==> config.mk <==
export PLATFORM = sky130hd
export DESIGN_NAME = ring_osc_counter_flat
export DESIGN_NICKNAME = d
export VERILOG_FILES = /design/src/rtl/ring_osc_pkg.sv /design/src/rtl/ring_osc_counter_if.sv /design/src/rtl/osc_sync_edge.sv /design/src/rtl/ring_osc_counter.sv /design/src/flat_wrapper.sv
export SDC_FILE = /design/constraint.sdc
export NUM_CORES = 1
export LEC_CHECK = 0
export CORE_ASPECT_RATIO = 0.8
export CORE_MARGIN = 1.5
export CORE_UTILIZATION = 50
export DETAILED_ROUTE_END_ITERATION = 8
export GPL_TIMING_DRIVEN = 0
export PLACE_DENSITY = 0.79
export SETUP_SLACK_MARGIN = 0.5
export SYNTH_ARGS = -nofsm -noshare
export SYNTH_HDL_FRONTEND = slang
export SYNTH_SLANG_ARGS = --single-unit
==> constraint.sdc <==
create_clock -name clk -period 3.05 [get_ports clk]
set_input_delay 0.7625 -clock clk [delete_from_list [all_inputs] [get_ports clk]]
set_output_delay 0.7625 -clock clk [all_outputs]
set_load 0.03 [all_outputs]
==> src/rtl/ring_osc_pkg.sv <==
// Shared types and constants for the ring-oscillator edge counter.
// Holds the FSM encoding and the synchronizer-flush length.
package ring_osc_pkg;

  localparam int unsigned DefWindowW    = 16;
  localparam int unsigned DefCountW     = 16;
  localparam int unsigned DefSyncStages = 2;

  typedef enum logic [1:0] {
    StIdle   = 2'd0,
    StSettle = 2'd1,
    StCount  = 2'd2,
    StDone   = 2'd3
  } state_e;

  // SETTLE must outlast the synchronizer plus the edge detector's history flop.
  function automatic int unsigned settle_cycles(int unsigned sync_stages);
    return sync_stages + 1;
  endfunction

  localparam int unsigned DefSettleCycles = settle_cycles(DefSyncStages);

endpackage

==> src/rtl/ring_osc_counter_if.sv <==
// Control and result handshake between the readout logic and ring_osc_counter.
// The master drives start/window/ready; the slave (counter) returns status and result.
interface ring_osc_counter_if
  import ring_osc_pkg::*;
#(
  parameter int unsigned WINDOW_W = DefWindowW,
  parameter int unsigned COUNT_W  = DefCountW
) ();

  logic                start;
  logic [WINDOW_W-1:0] window_cycles;
  logic                busy;
  logic [COUNT_W-1:0]  result;
  logic                result_valid;
  logic                result_ready;
  logic                overflow;

  modport master (
    output start,
    output window_cycles,
    output result_ready,
    input  busy,
    input  result,
    input  result_valid,
    input  overflow
  );

  modport slave (
    input  start,
    input  window_cycles,
    input  result_ready,
    output busy,
    output result,
    output result_valid,
    output overflow
  );

endinterface

==> src/rtl/osc_sync_edge.sv <==
// Multi-flop synchronizer for the asynchronous oscillator bit followed by a
// rising-edge detector producing a one-cycle edge_pulse.
module osc_sync_edge #(
  parameter int unsigned SYNC_STAGES = 2
) (
  input  logic clk,
  input  logic reset,
  input  logic osc_in,
  output logic edge_pulse
);

  logic [SYNC_STAGES-1:0] r_sync;
  logic                   r_prev;
  logic                   w_sync_out;

  assign w_sync_out = r_sync[SYNC_STAGES-1];

  always_ff @(posedge clk or negedge reset) begin
    if (!reset) begin
      r_sync <= '0;
      r_prev <= 1'b0;
    end else begin
      r_sync <= {r_sync[SYNC_STAGES-2:0], osc_in};
      r_prev <= w_sync_out;
    end
  end

  assign edge_pulse = w_sync_out & ~r_prev;

endmodule

==> src/rtl/ring_osc_counter.sv <==
// Gates the ring oscillator for a programmed window of clk cycles, counts rising
// edges of one loop bit and returns the saturating count over a valid/ready handshake.
module ring_osc_counter
  import ring_osc_pkg::*;
#(
  parameter int unsigned WINDOW_W    = DefWindowW,
  parameter int unsigned COUNT_W     = DefCountW,
  parameter int unsigned SYNC_STAGES = DefSyncStages
) (
  input  logic               clk,
  input  logic               reset,
  input  logic               osc_in,
  output logic               osc_enable,
  ring_osc_counter_if.slave  bus
);

  localparam int unsigned SettleLen = settle_cycles(SYNC_STAGES);
  localparam int unsigned TimerW    = (WINDOW_W > 3) ? WINDOW_W : 3;

  state_e              r_state, w_state_nxt;
  logic                r_armed, w_armed_nxt;
  logic [WINDOW_W-1:0] r_win, w_win_nxt;
  logic [TimerW-1:0]   r_timer, w_timer_nxt;
  logic [COUNT_W-1:0]  r_cnt, w_cnt_nxt, w_cnt_sat;
  logic                r_overflow, w_overflow_nxt, w_overflow_sat;
  logic [COUNT_W-1:0]  r_result, w_result_nxt;
  logic                w_edge;

  osc_sync_edge #(
    .SYNC_STAGES (SYNC_STAGES)
  ) u_sync (
    .clk        (clk),
    .reset      (reset),
    .osc_in     (osc_in),
    .edge_pulse (w_edge)
  );

  always_ff @(posedge clk or negedge reset) begin
    if (!reset) begin
      r_state    <= StIdle;
      r_armed    <= 1'b0;
      r_win      <= '0;
      r_timer    <= '0;
      r_cnt      <= '0;
      r_overflow <= 1'b0;
      r_result   <= '0;
    end else begin
      r_state    <= w_state_nxt;
      r_armed    <= w_armed_nxt;
      r_win      <= w_win_nxt;
      r_timer    <= w_timer_nxt;
      r_cnt      <= w_cnt_nxt;
      r_overflow <= w_overflow_nxt;
      r_result   <= w_result_nxt;
    end
  end

  // Saturating increment: once at all-ones, further edges only flag overflow.
  always_comb begin
    w_cnt_sat      = r_cnt;
    w_overflow_sat = r_overflow;
    if (w_edge) begin
      if (&r_cnt) begin
        w_overflow_sat = 1'b1;
      end else begin
        w_cnt_sat = r_cnt + COUNT_W'(1);
      end
    end
  end

  always_comb begin
    w_state_nxt    = r_state;
    w_armed_nxt    = 1'b0;
    w_win_nxt      = r_win;
    w_timer_nxt    = r_timer;
    w_cnt_nxt      = r_cnt;
    w_overflow_nxt = r_overflow;
    w_result_nxt   = r_result;

    unique case (r_state)
      StIdle: begin
        // An accepted start spends one capture cycle in IDLE before enabling the loop.
        if (r_armed) begin
          w_state_nxt = StSettle;
          w_timer_nxt = TimerW'(SettleLen - 1);
        end else if (bus.start) begin
          w_armed_nxt    = 1'b1;
          w_win_nxt      = bus.window_cycles;
          w_cnt_nxt      = '0;
          w_overflow_nxt = 1'b0;
        end
      end
      StSettle: begin
        if (r_timer == '0) begin
          if (r_win == '0) begin
            w_state_nxt  = StDone;
            w_result_nxt = r_cnt;
          end else begin
            w_state_nxt = StCount;
            w_timer_nxt = TimerW'(r_win) - TimerW'(1);
          end
        end else begin
          w_timer_nxt = r_timer - TimerW'(1);
        end
      end
      StCount: begin
        w_cnt_nxt      = w_cnt_sat;
        w_overflow_nxt = w_overflow_sat;
        if (r_timer == '0) begin
          w_state_nxt  = StDone;
          w_result_nxt = w_cnt_sat;
        end else begin
          w_timer_nxt = r_timer - TimerW'(1);
        end
      end
      StDone: begin
        if (bus.result_ready) begin
          w_state_nxt = StIdle;
        end
      end
      default: begin
        w_state_nxt = StIdle;
      end
    endcase
  end

  assign osc_enable       = (r_state == StSettle) || (r_state == StCount);
  assign bus.busy         = (r_state != StIdle);
  assign bus.result_valid = (r_state == StDone);
  assign bus.result       = r_result;
  assign bus.overflow     = r_overflow;

endmodule

==> src/flat_wrapper.sv <==
// flat-port wrapper written by rule: the top's interface ports become plain ports
module ring_osc_counter_flat import ring_osc_pkg::*;
#(
  parameter int unsigned WINDOW_W    = DefWindowW,
  parameter int unsigned COUNT_W     = DefCountW,
  parameter int unsigned SYNC_STAGES = DefSyncStages
)
  (clk, reset, osc_in, osc_enable, bus_start, bus_window_cycles, bus_result_ready, bus_busy, bus_result, bus_result_valid, bus_overflow);
  ring_osc_counter_if #(.WINDOW_W(WINDOW_W), .COUNT_W(COUNT_W)) bus_i ();
  input  logic clk;
  input  logic reset;
  input  logic osc_in;
  output logic osc_enable;
  input wire logic [$bits(bus_i.start)-1:0] bus_start;
  input wire logic [$bits(bus_i.window_cycles)-1:0] bus_window_cycles;
  input wire logic [$bits(bus_i.result_ready)-1:0] bus_result_ready;
  output wire logic [$bits(bus_i.busy)-1:0] bus_busy;
  output wire logic [$bits(bus_i.result)-1:0] bus_result;
  output wire logic [$bits(bus_i.result_valid)-1:0] bus_result_valid;
  output wire logic [$bits(bus_i.overflow)-1:0] bus_overflow;
  assign bus_i.start = bus_start;
  assign bus_i.window_cycles = bus_window_cycles;
  assign bus_i.result_ready = bus_result_ready;
  assign bus_busy = bus_i.busy;
  assign bus_result = bus_i.result;
  assign bus_result_valid = bus_i.result_valid;
  assign bus_overflow = bus_i.overflow;
  ring_osc_counter #(.WINDOW_W(WINDOW_W), .COUNT_W(COUNT_W), .SYNC_STAGES(SYNC_STAGES)) u_core (.clk(clk), .reset(reset), .osc_in(osc_in), .osc_enable(osc_enable), .bus(bus_i));
endmodule
Word level (Yosys, flattened, before mapping)
Index checks and enable logic that the tools add are counted.
- add/sub/neg operators: 3
- eq/ne operators: 14
- multiplexer cells: 28
- bitwise logic cells: 3
- reductions and logical operators: 15
- operators by type and width (cell ; number):
    two-way mux 16 bit ; 11
    case mux 16 bit (2 select lines) ; 2
    case mux 16 bit (3 select lines) ; 1
    zero test 16 bit ; 2
    subtractor 16 x 1 -> 16 bit (second input constant) ; 2
    adder 16 x 1 -> 16 bit (second input constant) ; 1
    AND reduction 16 bit ; 1
    AND reduction 4 bit ; 3
    != test 2 x 1 -> 1 bit (second input constant) ; 5
    != test 2 bit (second input constant) ; 5
    two-way mux 1 bit ; 8
    two-way mux 2 bit ; 4
    case mux 2 bit (4 select lines) ; 1
    AND reduction 3 bit ; 2
    nonzero test 2 bit ; 3
    AND reduction 5 bit ; 1
    == test 2 bit (second input constant) ; 2
    != test 3 bit (second input constant) ; 1
    nonzero test 3 bit ; 1
    == test 2 x 1 -> 1 bit (second input constant) ; 1
    zero test 2 bit ; 1
    inverter 1 bit ; 2
    case mux 1 bit (2 select lines) ; 1
    AND 1 bit ; 1
    logical OR 1 bit ; 1
- flip-flop bits (word level): 71
- input bits: 21
- output and inout bits: 20
- logic and storage cells: 72

Logic depth before layout (Yosys ltp)
- depth in word-level cells: 5
- gate-level depth with buffers: 10
- gate-level depth less buffers: 9

Modules after synthesis
From an unflattened synthesis, not the netlist that was laid out.
- cell total of the unflattened synthesis: 447
- area, all modules: 4093.9 µm²
- by module, submodules not included (module ; times used ; cells each ; area an instance (µm²) ; sequential area each (µm²)):
    ring_osc_counter ; 1 ; 443 ; 4005.1 ; 1701.6
    osc_sync_edge ; 1 ; 4 ; 88.8 ; 75.1

Least setup slack after synthesis
No wires, ideal clock.
- path kind: register to register
- start point: register u_core.r_timer[0]
- end point: register u_core.r_timer[10]
- library setup time: 0.121 ns
- arrival: 2.136 ns
- slack: 0.793 ns
- cell stages (with the launch flop): 10
- path buffers: 1
- period minus slack after synthesis: 2.257 ns
- cell sequence: dfrtp_1 inv_1 ha_1 or3b_1 clkbuf_1 nor3_4 nand2_4 o31ai_4 o21ai_1 a22o_1
- longest elaborated chain between the ends: 3
- elaborated cells on any way between the ends: 8
- RTL lines (what ; line ; RTL):
    from (decl) ; ring_osc_counter.sv:23 ; logic [TimerW-1:0] r_timer, w_timer_nxt;
    from (signal assigned) ; ring_osc_counter.sv:51 ; r_timer <= w_timer_nxt;
    subtractor 16 x 1 -> 16 bit or zero test 16 bit (tied branches) ; - ;
    two-way mux 16 bit, or another cell as far along ; ring_osc_counter.sv:109 ; if (r_timer == '0) begin
    case mux 16 bit (3 select lines) or AND reduction 4 bit (tied branches) ; - ;
Several ways; a longest one is shown, not always the timed one. The select of a mux whose other input is x is not followed.
A chain may end at the register's enable or synchronous reset.

Worst setup path after layout
- start point: register u_core.r_state[0]
- end point: output port bus_result_valid
- longest elaborated chain between the ends: 1
- RTL lines (what ; line ; RTL):
    from (decl) ; ring_osc_counter.sv:20 ; state_e r_state, w_state_nxt;
    from (signal assigned) ; ring_osc_counter.sv:40 ; r_state <= StIdle;
    from (signal assigned) ; ring_osc_counter.sv:48 ; r_state <= w_state_nxt;
    == test 2 bit ; ring_osc_counter.sv:129 ; assign bus.result_valid = (r_state == StDone);
    to (decl) ; flat_wrapper.sv:19 ; output wire logic [$bits(bus_i.result_valid)-1:0] bus_result_valid;
No other way between the ends.

==> impl_metrics.json <==
{
  "synth_warnings": 0,
  "post-synth-top-area-fraction_pct": 41.85,
  "die_height_um": 85.42,
  "hold_slack_ps": 362.8,
  "yosys.area_share.simple_pct": 21.25,
  "grt_pass1_wl_mm": 18.39,
  "coreArea_mm2": 0.008092,
  "fillers": 669,
  "top_layer": "met4",
  "power_leakage_nw": 2.020,
  "synth_top_cell_by_area": "dfrtp_1",
  "post-route-drc-count": 0,
  "wl_met3_mm": 1.013,
  "setup_violations": 0,
  "nNetsFinal": 546,
  "area_growth_pct": 18.63,
  "cp_cell_sequence": "ha_1 -> clkdlybuf4s50_1",
  "vdd_drop_max_uv": 522.6,
  "crit_family": "buffers and inverters",
  "hpwl_mm": 7.917,
  "synthXorXnorAreaFrac_pct": 5.158,
  "cts_buffers": 9,
  "synth_top_family_by_area": "simple AND/OR/NAND/NOR gates",
  "synth_area_leaders": "dfrtp_1 42%, mux2_2 4.2%, a21oi_1 3.8%, nand2_1 3.6%, o21ai_0 3.3%",
  "drive_gt1_share_pct": 14.20,
  "netlist_area_mm2": 0.004245,
  "route.detailed.wl_per_inst_um": 17.84,
  "place_ws_ps": 298.9,
  "clock_tree.buffer_depth": 2,
  "cap_viol_max_count": 0,
  "layout.cells.non_filler": 629,
  "wl_met2_mm": 4.901,
  "min_period_over_period_pct": 81.45,
  "path_depth": 2,
  "syn_inst": 462,
  "synth_compound_area_share_pct": 20.37,
  "cp-start-kind": "flip-flop",
  "maxSlewViolCount": 0,
  "clock-sinks": 71,
  "status": "complete, no violations",
  "worstSetupPathType": "reg -> out",
  "antennaDiodeCount": 0,
  "ys_seq_elements": 71,
  "num_vias": 3934,
  "cts_tree": "yes",
  "yosysMostFrequentCell": "dfrtp_1",
  "routedLengthMet1_mm": 5.081,
  "syn_nets": 490,
  "synth_adder_area_share_pct": 2.063,
  "r2r_end": "u_core.r_timer[15]",
  "start_util_pct": 52.47,
  "critPathRequiredTime_ps": 2290,
  "arrival_ps": 1720,
  "port_buffers": 40,
  "crit_buf_inv": 1,
  "clkTransAtPathRegs_ps": 70,
  "postPlaceCellArea_mm2": 0.004778,
  "startpoint": "u_core.r_state[0]",
  "first_pass_iters": 5,
  "synth_edf_count": 0,
  "ys_seq_area_share_pct": 41.85,
  "r2r_slack_ps": 600,
  "endpoint_kind": "output pin",
  "hold_class": "reg -> reg",
  "synth_common_cells": "71 x dfrtp_1, 41 x nand2_1, 34 x nor2_1, 32 x a21oi_1, 28 x o21ai_0",
  "clkLatencyLatePin_ps": 360,
  "setup_slack_ps": 565.7,
  "synth.avg_cell_area_um2": 9.189,
  "vias_per_cell": 6.254,
  "dp_cells": 610,
  "reg2reg_depth": 9,
  "die_x_um": 106.0,
  "overflow": 0,
  "grt_max_degree": 72,
  "grt_use_total_pct": 26.11,
  "drtAntennaViolNets": 0,
  "antenna_found_initial": 0,
  "powerDensity_mw_per_mm2": 1067,
  "synth.area.mux_share_pct": 5.423,
  "skew_ps": 12.90,
  "cp-endpoint": "bus_result_valid",
  "max_freq_mhz": 402.5,
  "cts_max_level": 3,
  "synth_ff_type": "dfrtp_1",
  "tightest_slew_ps": 896.1,
  "cts_hold_buf": 0,
  "die_area_mm2": 0.009056,
  "async_flop_share_pct": 100.0,
  "rsz0062_at_grt": "yes",
  "gp_congestion": 0.9315,
  "io_pins": 41,
  "layout.cell_area.non_filler_mm2": 0.005036,
  "critPathSlowestCell": "clkdlybuf4s50_1",
  "rows": 29,
  "finalHoldViolCount": 0,
  "rr_startpoint": "u_core.r_timer[0]",
  "period_needed_ps": 2484,
  "yosysUniqueCellTypes": 67,
  "cp_max_fo": 4,
  "slowest_delay_ps": 700,
  "dr.first_iter.drc_count": 403,
  "root_buffer": "clkbuf_8",
  "grt_pass1_vias": 3704,
  "max_slew_margin_pct": 40.26,
  "totalWireLength_mm": 11.22
}
-- power breakdown --
part | internal (mW) | leakage (nW) | switching [mW]
clock network | 0.388 | 0.0940 | 0.344
logic | 1.16 | 1.01 | 1.89
registers | 1.24 | 0.920 | 0.344
total | 2.79 | 2.02 | 2.58
-- cell type report --
| cell class | count | area [µm²] | area share (%) |
|---|---|---|---|
| Inverter | 17 | 63.81 | 1.267 |
| Timing Repair Buffer | 45 | 429.2 | 8.522 |
| Multi-Input combinational cell | 352 | 2332 | 46.31 |
| Sequential cell | 71 | 1777 | 35.28 |
| Buffer | 22 | 113.9 | 2.261 |
| Tap cell | 108 | 135.1 | 2.683 |
| Clock inverter | 4 | 47.55 | 0.9441 |
| Clock buffer | 10 | 137.6 | 2.733 |
-- through the flow --
stage | setup TNS [ps] | power, mW | utilization [%]
CTS | 0 | 5.232 | 61.51
global route | 0 | 5.712 | 62.24
finish | 0 | 5.374 | 62.24
global placement | -83430 | 4.367 | 59.08
floorplan | 0 | 3.641 | -
detailed placement | 0 | 4.476 | 59.05
-- cell usage in the layout, fill, tap and decap left out, drive strengths merged, types with 5 or more instances in the layout --
cell           synthesis  final
nand4                 11     11
o31ai                  9      9
inv                   17     17
xnor2                 12     12
xor2                  13     13
and3                   5      5
mux2                  16     16
nand3                 21     21
nor3                  13     13
clkdlybuf4s50          0     37
nor2                  35     35
dfrtp                 71     71
or3                    9      9
o21ai                 46     46
nand2                 43     43
ha                     7      7
buf                    9     15
a22o                   7      7
mux2i                  5      5
a21oi                 33     33
a31oi                  9      9
clkbuf                13     24
nor4                   7      7
-- state kept, by name, indices dropped and copies added, names as in the netlist --
signal                count
u_core.bus.overflow       1
u_core.bus.result        16
u_core.r_win             16
u_core.r_cnt             16
u_core.r_state            2
u_core.u_sync.r_prev      1
u_core.u_sync.r_sync      2
u_core.r_armed            1
u_core.r_timer           16
-- per-layer routing --
layer,vias up,global-route usage (%)
met5,-,0
met4,0,8.354
met3,24,6.375
met2,221,39.43
met1,1871,37.16
li1,1818,-
-- worst min-delay path by stage --
stage / startpoint / to / slack [ps] / depth (start not counted)
global route: u_core.u_sync.r_sync[0] / u_core.u_sync.r_sync[1] / 390 / 0
floorplan: u_core.u_sync.r_sync[0] / u_core.u_sync.r_sync[1] / 330 / 0
finish: u_core.u_sync.r_sync[0] / u_core.u_sync.r_sync[1] / 360 / 0
global placement: u_core.u_sync.r_sync[0] / u_core.u_sync.r_sync[1] / 340 / 0
CTS: u_core.u_sync.r_sync[0] / u_core.u_sync.r_sync[1] / 360 / 0
detailed placement: u_core.u_sync.r_sync[0] / u_core.u_sync.r_sync[1] / 340 / 0
-- logic make-up after synthesis --
group                    count (synthesis)
XOR/XNOR                                25
multiplexers                            21
AND/OR/NAND/NOR                        168
AO/OA/AOI/OAI                          131
adder cells (fa/ha/maj)                  7
flip-flops                              71
buffers and inverters                   39
-- repair_timing --
| action | CTS | global route |
|---|---|---|
| setup endpoints to repair | 34 | 46 |
| pin swaps | 1 | 4 |
| gates resized for setup | 6 | 15 |
| buffers inserted | 1 | 4 |
Power figures use the tool's default switching activity.
==> variant: new RTL, same settings <==
`DefSyncStages`: 2 -> 4.
--- a/src/rtl/ring_osc_pkg.sv
+++ b/src/rtl/ring_osc_pkg.sv
@@ -4,7 +4,7 @@
 
   localparam int unsigned DefWindowW    = 16;
   localparam int unsigned DefCountW     = 16;
-  localparam int unsigned DefSyncStages = 2;
+  localparam int unsigned DefSyncStages = 4;
 
   typedef enum logic [1:0] {
     StIdle   = 2'd0,
Function: changed (a bounded check fails within 10 cycles, from zero or initial values and one cycle with reset low).
==> variant against the original RTL <==
Total power shrank 12%; routed wire length is 5.2% lower; cell area up 3.1%; setup slack lost 0.018 ns; area after synthesis up 4.3%; critical path type unchanged; utilization fell by 1.3 points; sequential cell count rose by 2; clock skew decreased by 0.0024 ns.
==> variant: results (changes against the original RTL) <==
Outcome
  • Outcome: complete, no violations

Yosys
  • Syn Inst Count: 481 (+4.1%)
  • Syn_nets: 509 (+3.9%)
  • Register area share after synthesis: 0.413 (-0.00585)
  • Most frequent cells after synthesis: 73 x dfrtp_1, 64 x nand2_1, 34 x o21ai_0
  • Ranking of synthesized cells by area: dfrtp_1 41%, nand2_1 5.4%, o21ai_0 3.8%
  • Post-synthesis cell type count: 69 (+3.0%)

Setup path
  • Worst EP arrival: 1.74 ns (+0.02 ns)
  • FF-to-FF End: u_core.r_timer[12]
  • FF-to-FF setup slack: 0.62 ns (+0.02 ns)
  • CP peak stage delay: 0.44 ns (-0.26 ns)
  • Critical-path maximum fanout: 5 (+1)
  • R2r startpoint: u_core.r_state[1]
  • Max stage delay cell, worst path: dfrtp_1

Power and ir drop
  • Seq. pwr: 1.44 mW (-9%)
  • Leak pwr: 2.14 nW (+5.7%)
  • Clk power: 0.812 mW (+11%)
  • Power Total: 4.73 mW (-12%)
  • NetSw: 2.16 mW (-16%)
  • Worst vdd ir: 453 uV (-13%)

Min path
  • Hold endpoint: u_core.u_sync.r_sync[2]
  • Hold_sp: u_core.u_sync.r_sync[1]

Clock network
  • CTS Buffer Depth: 2 (unchanged)
  • Root Buffer: clkbuf_8
  • # clock sinks: 73 (+2.8%)

GRT
  • GR Layer Usage met2: 0.370 (-0.0244)
  • Met1 Resource Use GR: 0.350 (-0.0219)
  • Number of global-route vias before repair: 3705 (+0.027%)
  • First-pass GRT wire length: 18.0 mm (-2.2%)
  • Largest net degree at the start of global routing: 74 (+2.8%)
  • Total GRT Usage: 0.245 (-0.0159)
  • Met3 Resource Use GR: 0.0494 (-0.0144)

Placed design
  • RePlAce Congestion: 0.938 (+0.74%)
  • Cell total after placement: 633 (+3.8%)
  • Final HPWL DP: 7.72 mm (-2.5%)

Final layout
  • ClkCell Share: 0.0405 (+0.00372)
  • Layout cell share with drive strength beyond 1: 0.160 (+0.0178)
  • Multi-input gates: 363 (+3.1%)
  • Fraction of area in non-clock buffers: 0.112 (+0.00377)
  • # fillers: 723 (+8.1%)
  • Register area: 1830 um2 (+2.8%)
  • Area occupied by multi-input gates: 2370 um2 (+1.7%)
  • Bufs w/o clock: 69 (+3.0%)
  • Layout Nets: 561 (+2.7%)

STA
  • Slew @ Worst Pin: 0.928 ns (+0.0321 ns)
  • Setup Skew: 0.0105 ns (-0.00236 ns)

Route
  • Avg WL per Cell: 16.4 um (-8.2%)
  • Via count: 3887 (-1.2%)
  • Routed vias/inst: 5.98 (-4.4%)
  • Initial DRC count: 358 (-11%)
[variant: changes by cell type in the layout (fill, tap and decap cells not counted), moves of 6 or more]
cell | before | now
a21oi_1 | 32 | 23
nand2_1 | 41 | 64
o21ai_2 | 1 | 9
or3_1 | 9 | 2
nor2_1 | 34 | 28
mux2i_1 | 5 | 11
[variant: cells by family (layout without fill, tap and decap cells)]
group           count (synthesis)  count (layout)  share of synthesized area
simple gates                  178             178                      0.213
compound gates                128             128                      0.189
flops                          73              73                      0.413
buf+inv                        45             102                     0.0534
mux                            26              26                     0.0639
xor+xnor                       24              24                     0.0475
fa+ha+maj                       7               7                     0.0198
[variant: stage by stage]
step                cell area [um2]  setup TNS [ns]  utilization  worst slack, ns  hold WS, ns
floorplan                      4430               0            -            0.975        0.331
global route                   5190               0        0.609            0.487        0.348
finish                         5190               0        0.609            0.548        0.351
CTS                            5180               0        0.607            0.520        0.352
detailed placement             4960               0        0.583            0.181        0.336
global placement               4970          -91.84        0.583            -1.26        0.332
[variant: worst max-delay path by stage]
stage,end,slack [ns],startpoint,cells after the start
2_1_floorplan,u_core.r_timer[12],0.97,u_core.r_timer[0],11
3_3_place_gp,u_core.r_timer[10],-1.26,reset,1
3_5_place_dp,u_core.r_cnt[0],0.18,bus_start,7
4_1_cts,osc_enable,0.52,u_core.r_state[0],3
5_1_grt,bus_busy,0.49,u_core.r_state[0],4
6_report,bus_busy,0.55,u_core.r_state[0],4
[variant: layer usage]
metal  routed length, um  vias to the layer above  part of all wire
met4                 117                        0             0.011
li1                    -                     1824                 -
met2                4860                      163              0.46
met3                 850                       11             0.080
met5                   0                        -                 0
met1                4810                     1889              0.45
[variant: repair_timing]
| item | in CTS | in global routing |
|---|---|---|
| setup buffers | 0 | 1 |
| endpoints found under the setup margin | 10 | 33 |
| gates resized for setup | 3 | 10 |
